--- config.mk ---
export PLATFORM = sky130hd
export DESIGN_NAME = led_ring_decoder
export DESIGN_NICKNAME = d
export VERILOG_FILES = /design/src/rtl/led_ring_decoder.sv
export SDC_FILE = /design/constraint.sdc
export NUM_CORES = 1
export LEC_CHECK = 0
export ABC_AREA = 1
export CAP_MARGIN = 0
export CORE_MARGIN = 10
export CORE_UTILIZATION = 39
export DETAILED_ROUTE_END_ITERATION = 12
export PLACE_DENSITY = 0.69
export SLEW_MARGIN = 15
export SYNTH_ARGS = -nofsm -noshare
export SYNTH_HDL_FRONTEND = slang
export SYNTH_SLANG_ARGS = --single-unit
--- constraint.sdc ---
create_clock -name clk -period 6.23 [get_ports clk]
set_clock_uncertainty 0.2 [all_clocks]
set_input_delay 1.5575 -clock clk [delete_from_list [all_inputs] [get_ports clk]]
set_output_delay 1.5575 -clock clk [all_outputs]
set_load 0.005 [all_outputs]
--- src/rtl/led_ring_decoder.sv ---
// led_ring_decoder: receive side of the hour-ring / quarter display bus.
// Synchronises and debounces the 16 lines, checks them for one-hot form,
// decodes binary hour/quarter and flags malformed words and illegal steps.
module led_ring_decoder #(
  parameter int STABLE_CYCLES = 4,
  parameter int ERR_CNT_W     = 4
) (
  input  logic                 clk,
  input  logic                 rst_n,
  input  logic [11:0]          ring_in,
  input  logic [3:0]           quad_in,
  input  logic                 clr_err,
  output logic [3:0]           hour,
  output logic [1:0]           quarter,
  output logic                 valid,
  output logic                 update,
  output logic                 fmt_err,
  output logic                 seq_err,
  output logic [ERR_CNT_W-1:0] err_count
);

  localparam logic [3:0] STABLE_MAX = 4'(STABLE_CYCLES);
  localparam logic [3:0] ACCEPT_PRE = 4'(STABLE_CYCLES - 2);

  logic [15:0] r_sync1;
  logic [15:0] r_sync2;
  logic [15:0] r_hist;
  logic [3:0]  r_stab_cnt;
  logic        r_accepted;

  logic        w_same;
  logic        w_accept;
  logic [11:0] w_ring;
  logic [3:0]  w_quad;
  logic [3:0]  w_h;
  logic [1:0]  w_q;
  logic        w_idle;
  logic        w_good;
  logic        w_fmt;
  logic        w_same_val;
  logic        w_legal;
  logic [3:0]  w_next_h;
  logic        w_seq;
  logic        w_err_evt;

  assign w_ring   = r_sync2[11:0];
  assign w_quad   = r_sync2[15:12];
  assign w_same   = (r_sync2 == r_hist);
  // The word is taken exactly once: on the edge its run count reaches STABLE_CYCLES-1.
  assign w_accept = w_same && !r_accepted && (r_stab_cnt == ACCEPT_PRE);

  assign w_idle     = (w_ring == 12'd0) && (w_quad == 4'd0);
  assign w_good     = $onehot(w_ring) && $onehot(w_quad);
  assign w_fmt      = !w_idle && !w_good;
  assign w_same_val = (w_h == hour) && (w_q == quarter);
  assign w_next_h   = (hour == 4'd11) ? 4'd0 : hour + 4'd1;
  assign w_seq      = w_good && valid && !w_legal;
  assign w_err_evt  = w_accept && (w_fmt || w_seq);

  // Convert the one-hot fields to bit indices; only meaningful for good words.
  always_comb begin
    w_h = 4'd0;
    w_q = 2'd0;
    for (int i = 0; i < 12; i++) begin
      if (w_ring[i]) w_h = 4'(i);
    end
    for (int j = 0; j < 4; j++) begin
      if (w_quad[j]) w_q = 2'(j);
    end
  end

  // Legal next displays: same time, next quarter, or hour rollover after quarter 3.
  always_comb begin
    w_legal = w_same_val;
    if (quarter != 2'd3) begin
      if ((w_h == hour) && (w_q == quarter + 2'd1)) w_legal = 1'b1;
    end else begin
      if ((w_h == w_next_h) && (w_q == 2'd0)) w_legal = 1'b1;
    end
  end

  // Two-flop synchroniser plus history of the previous synchronised word.
  always_ff @(posedge clk or negedge rst_n) begin
    if (!rst_n) begin
      r_sync1 <= 16'd0;
      r_sync2 <= 16'd0;
      r_hist  <= 16'd0;
    end else begin
      r_sync1 <= {quad_in, ring_in};
      r_sync2 <= r_sync1;
      r_hist  <= r_sync2;
    end
  end

  // Stability run counter; any change restarts the run and re-arms acceptance.
  always_ff @(posedge clk or negedge rst_n) begin
    if (!rst_n) begin
      r_stab_cnt <= 4'd0;
      r_accepted <= 1'b0;
    end else if (!w_same) begin
      r_stab_cnt <= 4'd0;
      r_accepted <= 1'b0;
    end else begin
      if (r_stab_cnt != STABLE_MAX) r_stab_cnt <= r_stab_cnt + 4'd1;
      if (w_accept) r_accepted <= 1'b1;
    end
  end

  // Classify accepted words and drive the published time and event pulses.
  always_ff @(posedge clk or negedge rst_n) begin
    if (!rst_n) begin
      hour    <= 4'd0;
      quarter <= 2'd0;
      valid   <= 1'b0;
      update  <= 1'b0;
      fmt_err <= 1'b0;
      seq_err <= 1'b0;
    end else begin
      update  <= 1'b0;
      fmt_err <= 1'b0;
      seq_err <= 1'b0;
      if (w_accept) begin
        if (w_idle) begin
          valid <= 1'b0;
        end else if (w_fmt) begin
          fmt_err <= 1'b1;
        end else begin
          hour    <= w_h;
          quarter <= w_q;
          valid   <= 1'b1;
          update  <= !valid || !w_same_val;
          seq_err <= w_seq;
        end
      end
    end
  end

  // Saturating error counter; a clear request beats a same-cycle error.
  always_ff @(posedge clk or negedge rst_n) begin
    if (!rst_n) begin
      err_count <= '0;
    end else if (clr_err) begin
      err_count <= '0;
    end else if (w_err_evt && (err_count != {ERR_CNT_W{1'b1}})) begin
      err_count <= err_count + 1'b1;
    end
  end

endmodule

==> results.cfg <==
[run]
drv_cap = 0

[routing]
wl_met3_um = 308
first_pass_iters = 4
drc = 0
dr_wl_met2_um = 2530
wl_met1_um = 2510
via_count = 2120
wl_per_cell_um = 11.9
drt_wl_total_um = 5480
top_layer = met4
drtIter0Drc = 63
drtAntennaViolNets = 0
drt-vias-per-instance = 4.59

[timing]
max-slew-margin-rel = 0.477
finalCritPeriodShare = 0.769
finalSetupTns_ns = 0
hold_viol_final = 0
rsz0062_at_grt = no
fin_crit_ns = 4.79
clock.fmax_mhz = 209
worst_pin_slew_ns = 0.784
setup_viol = 0
slew_violations = 0

[die]
die_area_um2 = 12100
ios = 33
initial_utilization = 0.406
dieWidth_um = 110
rows = 32
core_area_um2 = 7810
die_h_um = 110

[final_layout]
antenna_cells = 0
drive_above_1_share = 0.125
nets = 396
final_cell_area_um2 = 3800
final_core_util = 0.487
syn_to_final_growth_pct = 20.2

[min_path]
min-delay-start = r_sync1[11]
hold_class = reg2reg
hold_depth = 0
timing.hold.worst_endpoint = r_sync2[11]

[logic_synthesis]
yosysWarnings = 0
synth-seq-cells = 67
synth_most_common_cell = dfrtp_1
yosysTopAreaCell = dfrtp_1
synth.cell_area_um2 = 3170
yosysUniqueCellTypes = 37
synth.avg_cell_area_um2 = 10.2
syn_nets = 352
synth-edff-count = 0
synthArstFlopShare = 1.00
yosys-top-cells-count = dfrtp_1, nand2_1, inv_1, nor2_1, nand3_1
synth_ff_type = dfrtp_1
netlist_instances = 311
ys_seq_area_frac = 0.529
synth_area_leaders = dfrtp_1, nand2_1, inv_1
yosysTopAreaCellShare = 0.529

[grt]
grt_usage = 0.0988
grt_pass1_vias = 2129
overflow = 0
antenna_found_initial = 0
grt_max_degree = 68
grt_pass1_wl_um = 9290

[clock_network]
hold_buffers = 0
post_cts_resized = 0
clockBufferDepth = 2
clock_latency_ns = 0.35
numCtsBuffers = 9
htreeDepth = 3
cts_tree = built
post_cts_buffers = 0
clkSinkCount = 67
clockRootBuffer = clkbuf_8
clk_pin_slew_ns = 0.07

[pwr]
combPwrFrac = 0.139
irDropWorstVdd_mv = 0.166
leakagePower_nw = 1.77
switchingPower_w = 0.000248
total_power_w = 0.000921
p_int_w = 0.000673
seq_power_share = 0.502
power.share.clock = 0.359
switching_share = 0.269
powerDensity_nw_per_um2 = 242

[placement]
portBuffers = 32
postPlaceCellArea_um2 = 3620
hpwlAfterDp_um = 4240
gp_congestion = 0.857

[worst_setup_path]
crit_type = reg2reg
worstPathMaxFanout = 6
startpoint_type = register
arrival_ns = 4.82
timing.rr.end = err_count[2]
cp_data_required_time_ns = 6.26
rr_worst_depth = 19
reg2reg_slack_ns = 1.44
rr_startpoint = r_sync2[7]
cp-end-kind = register

[outcome]
status = complete, no violations
cells in the final DEF, fill, tap and decap left out, drive strengths merged:
master | netlist | layout
a211oi | 1 | 1
a21oi | 6 | 6
a31oi | 1 | 1
buf | 0 | 2
clkbuf | 0 | 11
clkdlybuf4s50 | 0 | 31
clkinv | 1 | 2
clkinvlp | 0 | 3
dfrtp | 67 | 67
fa | 8 | 8
ha | 14 | 14
inv | 53 | 54
nand2 | 61 | 61
nand3 | 18 | 18
nand3b | 1 | 1
nand4 | 9 | 9
nor2 | 24 | 24
nor3 | 4 | 4
nor4 | 5 | 5
nor4b | 1 | 1
o211ai | 1 | 1
o21ai | 10 | 10
o22ai | 1 | 1
o31ai | 2 | 2
o41ai | 1 | 1
or2 | 5 | 5
xnor2 | 11 | 11
xor2 | 6 | 6
registers in the layout, summed over array words and instances (netlist names):
signal,flops
r_stab_cnt,4
update,1
valid,1
err_count,4
fmt_err,1
hour,4
r_accepted,1
r_hist,16
quarter,2
r_sync2,16
r_sync1,16
seq_err,1
how the worst max path moves through the flow:
stage	endpoint	startpoint	slack (ns)
2_1_floorplan	err_count[3]	r_sync2[7]	1.79
3_5_place_dp	err_count[2]	r_sync2[7]	1.47
6_report	err_count[2]	r_sync2[7]	1.44
5_1_grt	err_count[3]	r_sync2[7]	1.09
3_3_place_gp	err_count[1]	r_sync2[7]	1.60
4_1_cts	err_count[2]	r_sync2[7]	1.46
through the flow:
step	setup slack (ns)	hold WS [ns]	cells
after floorplan	1.79	0.131	311
after global placement	1.60	0.131	446
after detailed placement	1.47	0.135	446
after CTS	1.46	0.152	462
after global routing	1.09	0.155	462
final	1.44	0.150	462
per-layer routing:
layer,vias to the layer above,track usage
met5,-,0
met4,0,0.0606
met3,11,0.0319
met2,37,0.157
met1,995,0.114
li1,1077,-
power by group through the flow:
stage / clock (W) / combinational, W / sequential, W
floorplan: 0 / 0.0000882 / 0.000468
global placement: 0 / 0.000123 / 0.000471
detailed placement: 0 / 0.000130 / 0.000471
CTS: 0.000339 / 0.000131 / 0.000463
global route: 0.000357 / 0.000150 / 0.000464
finish: 0.000331 / 0.000128 / 0.000462
worst max-delay path, stage by stage (launching register included):
cell and delay (ns):
dfrtp_1 0.53, fa_1 0.49, fa_1 0.49, inv_1 0.05
fa_1 0.49, fa_1 0.41, inv_1 0.07, ha_1 0.16
inv_1 0.06, fa_1 0.47, nor4b_1 0.22, inv_1 0.08
nor4_2 0.31, nand2_1 0.09, nor2_1 0.14, nand2_2 0.07
nand2_2 0.12, nand2_2 0.09, nand3_1 0.09, nand2_1 0.05
cell type report:
type / instances / area [um^2]
Timing Repair Buffer: 33 / 323
Clock buffer: 11 / 151
Multi-Input combinational cell: 190 / 1290
Tap cell: 102 / 128
Fill cell: 716 / 4000
Inverter: 54 / 203
Sequential cell: 67 / 1680
Clock inverter: 5 / 36.3
logic make-up (layout without fill, tap and decap cells):
kind of cell | after synthesis | in the layout | share of synthesized area
buffers and inverters | 54 | 103 | 0.0640
flip-flops | 67 | 67 | 0.529
XOR/XNOR | 17 | 17 | 0.0494
adder cells (fa/ha/maj) | 22 | 22 | 0.106
AND/OR/NAND/NOR | 128 | 128 | 0.206
AO/OA/AOI/OAI | 23 | 23 | 0.0450
(Power assumes the default switching activity.)
